File: src/rtl/viterbi_chan_pkg.sv
// Shared types and constants for the Viterbi channel error model.
package viterbi_chan_pkg;

    typedef enum logic [1:0] {
        PASS     = 2'd0,
        RANDOM   = 2'd1,
        BURST    = 2'd2,
        PERIODIC = 2'd3
    } chan_mode_e;

    typedef enum logic {
        ST_IDLE  = 1'b0,
        ST_BURST = 1'b1
    } burst_state_e;

    localparam logic [31:0] LFSR_POLY    = 32'h80200003;
    localparam logic [31:0] DEFAULT_SEED = 32'hACE10001;

    // Right-shifting Galois form: taps x^32 + x^22 + x^2 + x + 1.
    function automatic logic [31:0] lfsr_next(input logic [31:0] s);
        return s[0] ? ((s >> 1) ^ LFSR_POLY) : (s >> 1);
    endfunction

    function automatic logic [31:0] sat_add(input logic [31:0] a, input logic [31:0] b);
        logic [32:0] sum;
        sum = {1'b0, a} + {1'b0, b};
        return sum[32] ? '1 : sum[31:0];
    endfunction

endpackage

File: src/rtl/lfsr32.sv
// 32-bit Galois LFSR that steps only when adv_i is high.
module lfsr32
    import viterbi_chan_pkg::*;
(
    input  logic        clk,
    input  logic        rst,
    input  logic        adv_i,
    input  logic [31:0] seed_i,
    output logic [31:0] state_o
);

    always_ff @(posedge clk) begin
        if (!rst) begin
            state_o <= seed_i;
        end else if (adv_i) begin
            state_o <= lfsr_next(state_o);
        end
    end

endmodule

File: config.mk
export PLATFORM = sky130hd
export DESIGN_NAME = lfsr32
export DESIGN_NICKNAME = d
export VERILOG_FILES = /design/src/rtl/viterbi_chan_pkg.sv /design/src/rtl/lfsr32.sv
export SDC_FILE = /design/constraint.sdc
export NUM_CORES = 1
export LEC_CHECK = 0
export CAP_MARGIN = 30
export CORE_MARGIN = 4
export CORE_UTILIZATION = 41
export CTS_CLUSTER_DIAMETER = 150
export DETAILED_ROUTE_END_ITERATION = 7
export GPL_ROUTABILITY_DRIVEN = 0
export GPL_TIMING_DRIVEN = 0
export PLACE_DENSITY = 0.87
export SYNTH_ARGS = -nofsm -noshare
export SYNTH_HDL_FRONTEND = slang
export SYNTH_SLANG_ARGS = --single-unit
File: constraint.sdc
create_clock -name clk -period 2.15 [get_ports clk]
set_input_delay 0.3225 -clock clk [delete_from_list [all_inputs] [get_ports clk]]
set_output_delay 0.3225 -clock clk [all_outputs]
set_load 0.05 [all_outputs]
---- After elaboration in Yosys (flattened, before gate mapping) ----
Index checks and enable logic that the tools add are counted.
word-level totals
  register bits ........................... 32
  bits of input ports ..................... 35
  output and inout port bits .............. 32
  logic and storage cells ................. 6
cells by class
  equal/unequal tests ..................... 1
  multiplexer cells ....................... 3
  bitwise gates (word level) .............. 1
operator list
  cell                number
  $mux 32             3
  $not 3->4           1
  $ne 2x1->1 const B  1

---- Logic depth before layout (Yosys ltp) ----
Gate-level depths: netlist (run 1).
  word-level depth ........................ 4
  mapped depth ............................ 4
  mapped depth without buffers ............ 2

---- Worst setup path before layout (run 1) ----
Ideal clock, no wire load.
  kind .................................... input -> register
  start point ............................. input rst
  end point ............................... register state_o[0] (enable)
  library setup time ...................... 0.394 ns
  data arrival time ....................... 1.348 ns
  path slack .............................. 0.408 ns
  stages .................................. 3
  buffers on the path ..................... 2
  path through ............................ buf_6 -> buf_6 -> nand2b_1
between the ends
  longest elaborated chain between the ends .. 1
ends and longest elaborated chain
  what                         RTL line      RTL
  from (decl)                  lfsr32.sv:6   input logic rst,
  $ne 2x1->1 (no source line)  --
  to (signal assigned)         lfsr32.sv:14  state_o <= seed_i;
  to (signal assigned)         lfsr32.sv:16  state_o <= lfsr_next(state_o);
  to (decl)                    lfsr32.sv:9   output logic [31:0] state_o
Every way passes these cells.
A chain may end at the register's enable or synchronous reset.

---- Worst setup path after layout (run 1) ----
  start point ............................. register state_o[0]
  end point ............................... output state_o[0]
No word-level cell between the ends.

==> out/metrics.sh, run 1 <==
OUTCOME='completed'
DRT-WIRELENGTH-PER-CELL_UM=16.9
POSTCTSRESIZEDCELLS=0
DETAIL_ROUTE.DRC_VIOLATIONS=0
CRITICAL_PATH_PEAK_FANOUT=5
HOLD_VIOL=0
POWER_DENSITY_nW_PER_UM2=764
POST_SYNTH_XOR_AREA_FRACTION=0.0176
FLOORPLAN.INITIALDENSITY=0.438
SYNTH_SEQUENTIAL_AREA_RATIO=0.643
LARGEST_FAMILY_OF_LOGIC_CELLS_BY_SYNTHESIZED_AREA='multiplexers'
LARGEST-REGISTER='state_o'
LARGEST_DELAY_CONTRIBUTOR_FAMILY_ON_THE_CRITICAL_PATH='buffers and inverters'
IR_DROP_mV=0.468
SLEW_VIOLATIONS=0
REG.LARGEST.LIST='state_o: 32 flops'
SETUP_VIOL=0
SYNTH_FP_NETS=110
FRACTION_OF_FINAL_LAYOUT_CELLS_SIZED_BEYOND_DRIVE_STRENGTH_1=0.268
YOSYSUNIQUECELLTYPES=9
CORE_AREA_UM2=3420
CTS.HTREE.LEVELS=2
CTS_TREE='done'
FINCLKSKEW_PS=13.7
ARRIVAL_PS=1720
WORST_SKEW_PAIR.LATE_LATENCY_PS=350
CRIT_PATH_KIND='register to output port'
YOSYSWARNINGS=0
IO_BUFFERS=65
CRIT_PATH_END_KIND='output port'
FILLCELLCOUNT=256
FIRST_GLOBAL_VIAS=1016
DRTPASS1ITERATIONS=2
MAX_SLEW_MARGIN=0.606
WORST_PATH_LARGEST_CELL_DELAY_PS=860
FIN_WORST_HOLD_SLACK_PS=384
NUMCTSBUFFERS=5
SLOWEST_STAGE='sky130_fd_sc_hd__clkdlybuf4s50_1'
FINAL_NET_COUNT=183
WORST-SLEW-PIN-TRANSITION_PS=591
CLK_BUF_DEPTH=2
SYN-INSTANCE-COUNT=75
MAXCLOCKFREQUENCY_MHz=489
GRT_FIRST_PASS_WIRELENGTH_UM=5190
LAYOUT.CORE_UTILIZATION=0.665
VIA_COUNT=914
WORST_PATH_BUF_INV=1
FIN_CRIT_SH=0.950
PATH_CLK_SLEW_PS=110
YOSYS.AREA_SHARE.ADDER=0
CRITICAL_PATH.STARTPOINT_TYPE='register'
DP_WIRELENGTH_UM=2450
CLOCK_SINKS=32
FLOW.AREA_GROWTH_FROM_SYNTHESIS_PCT=51.9
DIE_W_UM=68.4
DRT_WL_TOTAL_UM=3300
CRIT_PATH_CELL_TRACE='clkdlybuf4s50_1'
REQUIRED_PS=1830
INITIAL_ANTENNA_VIOLATION_COUNT=0
LAYOUT_MIN_CYCLE_TIME_PS=2040
LARGEST_REGISTER_FFS=32
MAXIMUM_CAPACITANCE_VIOLATIONS=0
ROW_COUNT=21
GRT_MAX_DEGREE=22
MUXSHAREOFSYNTHAREA=0.276
SYNTH_SIMPLE_GATE_AREA_FRAC=0.0117
FINAL_ANTENNA_VIOLATING_NET_COUNT=0
SYNTH-COMPOUND-AREA-SHARE=0.0100
YS_FF_LATCH=32
GRT.OVERFLOW.TOTAL=0
HOLD_CLASS='primary input to register'
SYN_AREA_UM2=1500
RSZ0062_AT_GRT='no'
FP.DIEH_UM=68.4
FLOORPLAN.DIE_AREA_UM2=4680
POSTCTSHOLDBUFS=0
DRT_ITER0_MARKERS=60
DRT-VIAS-PER-INSTANCE=4.69
PLEAK_nW=0.875
GROUTE.USAGE.OVERALL=0.161
CTS_POST_SETUP_BUFFERS_INSERTED=0
SYNTH.AVG_CELL_AREA_UM2=19.9
IOS=67
CTSROOTBUFFERMASTER='sky130_fd_sc_hd__clkbuf_4'
NUM_ANTENNA_CELLS=0
[placed cells by master, fill, tap and decap left out]
cell type / instances
sky130_fd_sc_hd__buf_12: 2
sky130_fd_sc_hd__mux2_2: 6
sky130_fd_sc_hd__clkbuf_4: 5
sky130_fd_sc_hd__clkinv_1: 1
sky130_fd_sc_hd__edfxtp_1: 32
sky130_fd_sc_hd__clkdlybuf4s50_1: 65
sky130_fd_sc_hd__nor2_1: 3
sky130_fd_sc_hd__xnor2_1: 3
sky130_fd_sc_hd__buf_6: 2
sky130_fd_sc_hd__nand2b_1: 1
sky130_fd_sc_hd__mux2_4: 23
sky130_fd_sc_hd__clkinvlp_4: 1
sky130_fd_sc_hd__a21oi_1: 3
sky130_fd_sc_hd__clkbuf_1: 1
sky130_fd_sc_hd__buf_8: 1
[worst reg2reg max path: cells and delay by family (launching register included)]
kind                      cells  cell delay, ps
AOI/OAI and AO/OA             1             110
xor gates and xnor gates      1             220
DFF                           1             530
[Yosys cell counts]
library cell | n | area, µm²
sky130_fd_sc_hd__mux2_2 | 6 | 67.6
sky130_fd_sc_hd__buf_12 | 2 | 40.0
sky130_fd_sc_hd__xnor2_1 | 3 | 26.3
sky130_fd_sc_hd__edfxtp_1 | 32 | 961
sky130_fd_sc_hd__nor2_1 | 3 | 11.3
sky130_fd_sc_hd__mux2_4 | 23 | 345
sky130_fd_sc_hd__nand2b_1 | 1 | 6.26
sky130_fd_sc_hd__buf_6 | 2 | 22.5
sky130_fd_sc_hd__a21oi_1 | 3 | 15.0
[cell families (layout without fill, tap and decap cells)]
group | count (synthesis) | in the layout
AOI/OAI and AO/OA | 3 | 3
xor gates and xnor gates | 3 | 3
buffers and inverters | 4 | 78
DFF | 32 | 32
muxes | 29 | 29
and+or+nand+nor | 4 | 4
[power by group]
| group | internal (W) | leakage (nW) | total, W | switching, W |
|---|---|---|---|---|
| clock | 0.000124 | 0.0259 | 0.000334 | 0.000210 |
| combinational | 0.000259 | 0.524 | 0.000583 | 0.000325 |
| sequential | 0.000774 | 0.325 | 0.000818 | 0.0000441 |
| total | 0.00116 | 0.875 | 0.00174 | 0.000578 |
[final timing paths]
path                                 start           to  slack [ps]  depth (start not counted)
worst min register to register  state_o[4]   state_o[3]         590                          1
worst min-delay path                   rst  state_o[28]         380                          2
worst max register to register  state_o[0]   state_o[1]        1050                          2
worst max-delay path            state_o[0]   state_o[0]         110                          1
[routing by layer]
layer  GRT usage  share of wire  up-vias
li1            -              -      435
met3      0.0755          0.085        6
met5           0              0        -
met1       0.192           0.41      430
met4      0.0744          0.020        0
met2       0.246           0.49       43
[final cells by class]
| cell class | count | area, µm² | share of cell area |
|---|---|---|---|
| sequential | 32 | 961 | 0.423 |
| clock buffer | 6 | 41.3 | 0.0182 |
| clock inverter | 2 | 11.3 | 0.00496 |
| multi-input combinational | 39 | 472 | 0.208 |
| tap | 46 | 57.6 | 0.0253 |
| buffer | 4 | 62.6 | 0.0275 |
| timing repair buffer | 66 | 666 | 0.293 |
[through the flow]
stage          TNS, ps  power [W]  setup slack [ps]  cell area (µm²)  instances
5_1_grt              0    0.00182              34.4             2270        195
3_5_place_dp         0    0.00142               277             2220        187
2_1_floorplan        0    0.00120               408             1500         75
6_report             0    0.00174               107             2270        195
3_3_place_gp     -3460    0.00141              -110             2200        186
4_1_cts              0    0.00175               102             2270        195
No activity file was read; power rests on OpenSTA's default activity.
==> run 2, diff against run 1 <==
--- a/config.mk
+++ b/config.mk
@@ -12,7 +12,7 @@
 export DETAILED_ROUTE_END_ITERATION = 7
 export GPL_ROUTABILITY_DRIVEN = 0
 export GPL_TIMING_DRIVEN = 0
-export PLACE_DENSITY = 0.87
+export PLACE_DENSITY = 0.9
 export SYNTH_ARGS = -nofsm -noshare
 export SYNTH_HDL_FRONTEND = slang
 export SYNTH_SLANG_ARGS = --single-unit
==> out/metrics.sh, run 2 (synthesized netlist as in run 1, its figures left out) <==
ROW_COUNT=21  # unchanged
HOLD_CLASS='primary input to register'
IR_DROP_mV=0.417  # -11%
GRT_MAX_DEGREE=21  # -4.5%
GLOBAL_ROUTE.USAGE.MET3=0.0673  # -0.00821
FLOORPLAN.DIE_AREA_UM2=4680  # unchanged
OUTCOME='completed'
HOLD_VIOL=0  # unchanged
CRITICAL_PATH.STARTPOINT_TYPE='register'
FP.DIEH_UM=68.4  # unchanged
DP_WIRELENGTH_UM=2410  # -1.5%
GRT.OVERFLOW.TOTAL=0  # unchanged
PLACED_CELLS=187  # unchanged
DETAILED_PLACE.AREA_UM2=2230  # +0.56%
MAXIMUM_CAPACITANCE_VIOLATIONS=0  # unchanged
CORE_AREA_UM2=3420  # unchanged
SLOWEST_STAGE='sky130_fd_sc_hd__clkdlybuf4s50_1'
FIRST_GLOBAL_VIAS=1013  # -0.30%
FIN_CRIT_SH=0.948  # -0.00215
CLK_BUF_DEPTH=2  # unchanged
FINALINSTANCEAREA_UM2=2280  # +0.22%
POSTCTSHOLDBUFS=0  # unchanged
DRT-VIAS-PER-INSTANCE=4.81  # +2.6%
DRT_WL_TOTAL_UM=3280  # -0.58%
CRIT_PATH_END_KIND='output port'
GRT_FIRST_PASS_WIRELENGTH_UM=5080  # -2.1%
LAYOUT.CORE_UTILIZATION=0.666  # +0.00147
WORST_SLACK_PS=112  # +4.63 ps
FINAL_ANTENNA_VIOLATING_NET_COUNT=0  # unchanged
CRITICAL_PATH_PEAK_FANOUT=5  # unchanged
USE_MET2=0.253  # +0.00715
SETUP_VIOL=0  # unchanged
MAX_SLEW_MARGIN=0.517  # -0.0893
WORST-SLEW-PIN-TRANSITION_PS=725  # +134 ps
LARGEST_DELAY_CONTRIBUTOR_FAMILY_ON_THE_CRITICAL_PATH='buffers and inverters'
WORST_PATH_LARGEST_CELL_DELAY_PS=860  # about the same
FLOORPLAN.INITIALDENSITY=0.438  # unchanged
POWER_DENSITY_nW_PER_UM2=755  # -1.2%
CLOCK_SINKS=32  # unchanged
DRTPASS1ITERATIONS=4  # +2
CRIT_PATH_CELL_TRACE='clkdlybuf4s50_1'
GRT_UTIL_MET1=0.176  # -0.0155
INITIAL_ANTENNA_VIOLATION_COUNT=0  # unchanged
FLOW.AREA_GROWTH_FROM_SYNTHESIS_PCT=52.2
REG.LARGEST.LIST='state_o: 32 flops'
NUMCTSBUFFERS=5  # unchanged
CTS_POST_SETUP_BUFFERS_INSERTED=0  # unchanged
MAXCLOCKFREQUENCY_MHz=491  # +0.23%
DRT-WIRELENGTH-PER-CELL_UM=16.9  # about the same
WORST_SKEW_PAIR.LATE_LATENCY_PS=340  # about the same
VIA_COUNT=933  # +2.1%
REQUIRED_PS=1830  # about the same
ARRIVAL_PS=1720  # about the same
FIN_WORST_HOLD_SLACK_PS=390  # +5.53 ps
GRT.BUSIEST_LAYER='met2'
SLEW_VIOLATIONS=0  # unchanged
GROUTE.USAGE.OVERALL=0.158  # -0.00273
LARGEST_REGISTER_FFS=32  # unchanged
WORST_PATH_BUF_INV=1  # unchanged
CRIT_PATH_KIND='register to output port'
PATH_CLK_SLEW_PS=90  # -20 ps
CTSROOTBUFFERMASTER='sky130_fd_sc_hd__clkbuf_4'
PLEAK_nW=0.881  # +0.69%
PLACE_WORST_SETUP_SLACK_PS=215  # -61.3 ps
NUMBER_OF_NON_FILLER_INSTANCES_IN_THE_COMPLETED_LAYOUT=194  # -0.51%
DRT_ITER0_MARKERS=29  # -52%
FINCLKSKEW_PS=12.7  # -0.993 ps
DETAIL_ROUTE.DRC_VIOLATIONS=0  # unchanged
LAYOUT_MIN_CYCLE_TIME_PS=2040  # -4.63 ps
FINAL_NET_COUNT=183  # unchanged
NUM_ANTENNA_CELLS=0  # unchanged
IOS=67  # unchanged
RSZ0062_AT_GRT='no'
DIE_W_UM=68.4  # unchanged
FINAL_CELL_MIX='65 x sky130_fd_sc_hd__clkdlybuf4s50_1, 32 x sky130_fd_sc_hd__edfxtp_1, 23 x sky130_fd_sc_hd__mux2_4, 6 x sky130_fd_sc_hd__mux2_2, 5 x sky130_fd_sc_hd__clkbuf_4'
POSTCTSRESIZEDCELLS=0  # unchanged
IO_BUFFERS=65  # unchanged
LARGEST-REGISTER='state_o'
CTS_TREE='done'
LAYOUT_COMMONEST_CELL='sky130_fd_sc_hd__clkdlybuf4s50_1'
CTS.HTREE.LEVELS=2  # unchanged
FILLCELLCOUNT=257  # +0.39%
FRACTION_OF_FINAL_LAYOUT_CELLS_SIZED_BEYOND_DRIVE_STRENGTH_1=0.264  # -0.00494
-- run 2: cell types whose count changed in the layout (fill, tap and decap cells not counted) --
cell / change
sky130_fd_sc_hd__buf_16: +1
sky130_fd_sc_hd__buf_8: -1
sky130_fd_sc_hd__clkinv_1: +1
sky130_fd_sc_hd__clkbuf_1: -1
sky130_fd_sc_hd__clkinvlp_4: -1
-- run 2: cell type report --
class	instances	area [µm²]	share of cell area
sequential	32	961	0.422
timing repair buffer	66	678	0.298
multi-input combinational	39	472	0.207
buffer	4	62.6	0.0275
tap	46	57.6	0.0253
clock buffer	5	37.5	0.0165
clock inverter	2	7.51	0.00330
-- run 2: final timing paths --
| kind | from | endpoint | slack, ps | depth (start not counted) |
|---|---|---|---|---|
| hold reg to reg | state_o[13] | state_o[12] | 590 | 1 |
| setup / recovery | state_o[0] | state_o[0] | 110 | 1 |
| setup reg to reg | state_o[0] | state_o[31] | 1070 | 1 |
| hold / removal | rst | state_o[31] | 390 | 2 |
-- run 2: metrics by stage --
| step | power [W] | TNS, ps |
|---|---|---|
| floorplan | 0.00120 | 0 |
| global placement | 0.00140 | -2510 |
| detailed placement | 0.00142 | 0 |
| CTS | 0.00172 | 0 |
| global route | 0.00178 | 0 |
| finish | 0.00172 | 0 |
-- run 2: power breakdown --
group          switching [W]  internal, W  total (W)
registers          0.0000443     0.000774   0.000818
logic               0.000324     0.000261   0.000585
clock network       0.000201     0.000114   0.000315
total               0.000569      0.00115    0.00172
-- run 2: routing by layer --
metal / vias to the layer above / part of all wire
met5: - / 0
met2: 52 / 0.48
met3: 6 / 0.095
met4: 0 / 0.017
li1: 433 / -
met1: 442 / 0.41
==> RTL edit: new RTL, flow settings as in run 2 <==
Add an input register stage for `adv_i` and `seed_i`, without a reset; this delays them by one clock.
--- a/src/rtl/lfsr32.sv
+++ b/src/rtl/lfsr32.sv
@@ -10,8 +10,16 @@
 );
 
+    logic adv_q;
+    logic [31:0] seed_q;
+
+    always_ff @(posedge clk) begin
+        adv_q  <= adv_i;
+        seed_q <= seed_i;
+    end
+
     always_ff @(posedge clk) begin
         if (!rst) begin
-            state_o <= seed_i;
-        end else if (adv_i) begin
+            state_o <= seed_q;
+        end else if (adv_q) begin
             state_o <= lfsr_next(state_o);
         end
Formal check against the unedited RTL: not equivalent (a bounded check fails within 4 cycles, from zero or initial values).
==> RTL edit against run 2 <==
Design area increased by 36%; sequential power is 80% higher; sequential cell count increased by 33; global-route usage fell by 2.9 points; total power rose by 81%; worst setup slack gained 0.096 ns; highest routed layer unchanged; area after synthesis rose by 44%; routed wire length rose by 18%.
==> RTL edit: results (changes against run 2) <==
- The wire length of the first global-routing pass is 5.82 mm (+15%).
- The peak per-stage delay on the critical path was 0.84 ns (-0.02 ns).
- The peak fanout along the critical path came to 5 (unchanged).
- The reported leakage power came to 1.22 nW (+39%).
- The worst relative slew slack is 0.462 (-0.0547).
- The fraction of synthesis flops using an asynchronous set or reset pin is 0 (unchanged).
- The clock tree root driver cell is clkbuf_8.
- The largest net degree at the start of global routing is 33 (+57%).
- The number of distinct library cells after synthesis is 10 (+1).
- The flow ran to the end, and the final reports show no timing, DRC or antenna violations.
- The number of I/O port buffers is 65 (unchanged).
- The final antenna diode count came to 0 (unchanged).
- The slowest stage of the critical path belongs to the cell clkdlybuf4s50_1.
- The filler-free cell count of the finished design is 259 (+34%).
- By count the netlist is led by dfxtp_1 (33), edfxtp_1 (32), mux2_4 (23).
- The path class of the tightest hold or removal check is input pin to flip-flop.
- The post-placement cell count came to 243 (+30%).
- The number of iterations in the first detailed-routing pass is 6 (+2).
- The family of cells with the greatest summed delay on the critical path is buffers and inverters.
- The number of nets at the end of the flow is 219 (+20%).
- The maximum clock path buffer count was 2 (unchanged).
- The placement-stage worst setup slack is 0.526 ns (+0.311 ns).
- The routed length per placed instance is 14.9 microns (-12%).
- Sorting the synthesized cells by area gives the leading types as edfxtp_1 (45%), dfxtp_1 (31%), mux2_4 (16%), mux2_2 (3.1%), buf_12 (1.9%).
- The number of resized instances in the post-cts repair step is 0 (unchanged).
- The number of H-tree levels is 3 (+1).
- The post-CTS clock slew at the launch and capture registers of the worst setup and hold paths is 0.06 ns (-0.03 ns).
- The worst clock skew is 0.00365 ns (-0.00907 ns).
- The proportion of layout cells with a drive suffix above 1 is 0.243 (-0.0201).
- The number of flops mapped to enable cells by yosys was 32 (unchanged).
- The leading register cell type out of synthesis is dfxtp_1.
- The aggregate global-route resource usage is 0.130 (-0.0289).
- The total via count after detailed routing came to 1,139 (+22%).
- The CTS buffer count is 9 (+4).
- The average size of a mapped cell is 20.0 sq um (+0.13%).
- The share of synthesized area occupied by flip-flops and latches is 0.752 (+0.109).
- The initial detailed-routing violation count is 53 (+83%).
- The arrival time at the worst endpoint is 1.62 ns (-0.10 ns).
- The net count after synthesis was 143 (+30%).
- The latest clock arrival within the worst-skew pair is 0.32 ns (-0.02 ns).
- The number of global-route vias before repair is 1,169 (+15%).
- The total half-perimeter wirelength after legalization and detailed placement is 2.69 mm (+11%).
- The worst-case vdd ir drop is 0.000419 V (+0.39%).
- The largest registers in the layout are seed_q: 32 flops, state_o: 32 flops, adv_q: 1 flops.
RTL edit: cells by family after synthesis:
group / after synthesis / share of synthesized area
xor gates and xnor gates: 3 / 0.0122
and+or+nand+nor: 4 / 0.00813
DFF: 65 / 0.752
AOI/OAI and AO/OA: 3 / 0.00696
buffers and inverters: 4 / 0.0290
muxes: 29 / 0.192
RTL edit: metal layers:
| layer | share of wire | vias to the layer above | GRT usage |
|---|---|---|---|
| met4 | 0.0080 | 0 | 0.0557 |
| li1 | - | 540 | - |
| met2 | 0.45 | 53 | 0.188 |
| met1 | 0.45 | 541 | 0.157 |
| met5 | 0 | - | 0 |
| met3 | 0.090 | 5 | 0.0729 |
RTL edit: power breakdown:
part / switching [mW] / total, mW / internal (mW)
Combinational: 0.316 / 0.570 / 0.254
Sequential: 0.0517 / 1.47 / 1.42
Clock: 0.421 / 1.07 / 0.653
RTL edit: final timing paths:
| check | slack, ns | cells past startpoint | start | to |
|---|---|---|---|---|
| worst max-delay path | 0.21 | 1 | state_o[0] | state_o[0] |
| worst min-delay path | 0.40 | 2 | rst | state_o[2] |
| worst max register to register | 0.83 | 1 | adv_q | state_o[11] |
| worst min register to register | 0.53 | 1 | seed_q[31] | state_o[31] |
RTL edit: per-stage QoR:
step | cell area (sq um) | power (mW) | hold WS [ns]
after floorplan | 2160 | 1.85 | 0.350
after global placement | 2890 | 2.06 | 0.513
after detailed placement | 2900 | 2.07 | 0.517
after CTS | 3100 | 3.15 | 0.394
after global routing | 3100 | 3.24 | 0.380
final | 3100 | 3.12 | 0.403
RTL edit: cell type report:
cell class | count | area, sq um
fill | 411 | 2010
sequential | 65 | 1620
timing repair buffer | 65 | 651
multi-input combinational | 39 | 474
clock buffer | 13 | 139
tap | 70 | 87.6
clock inverter | 3 | 65.1
buffer | 4 | 62.6
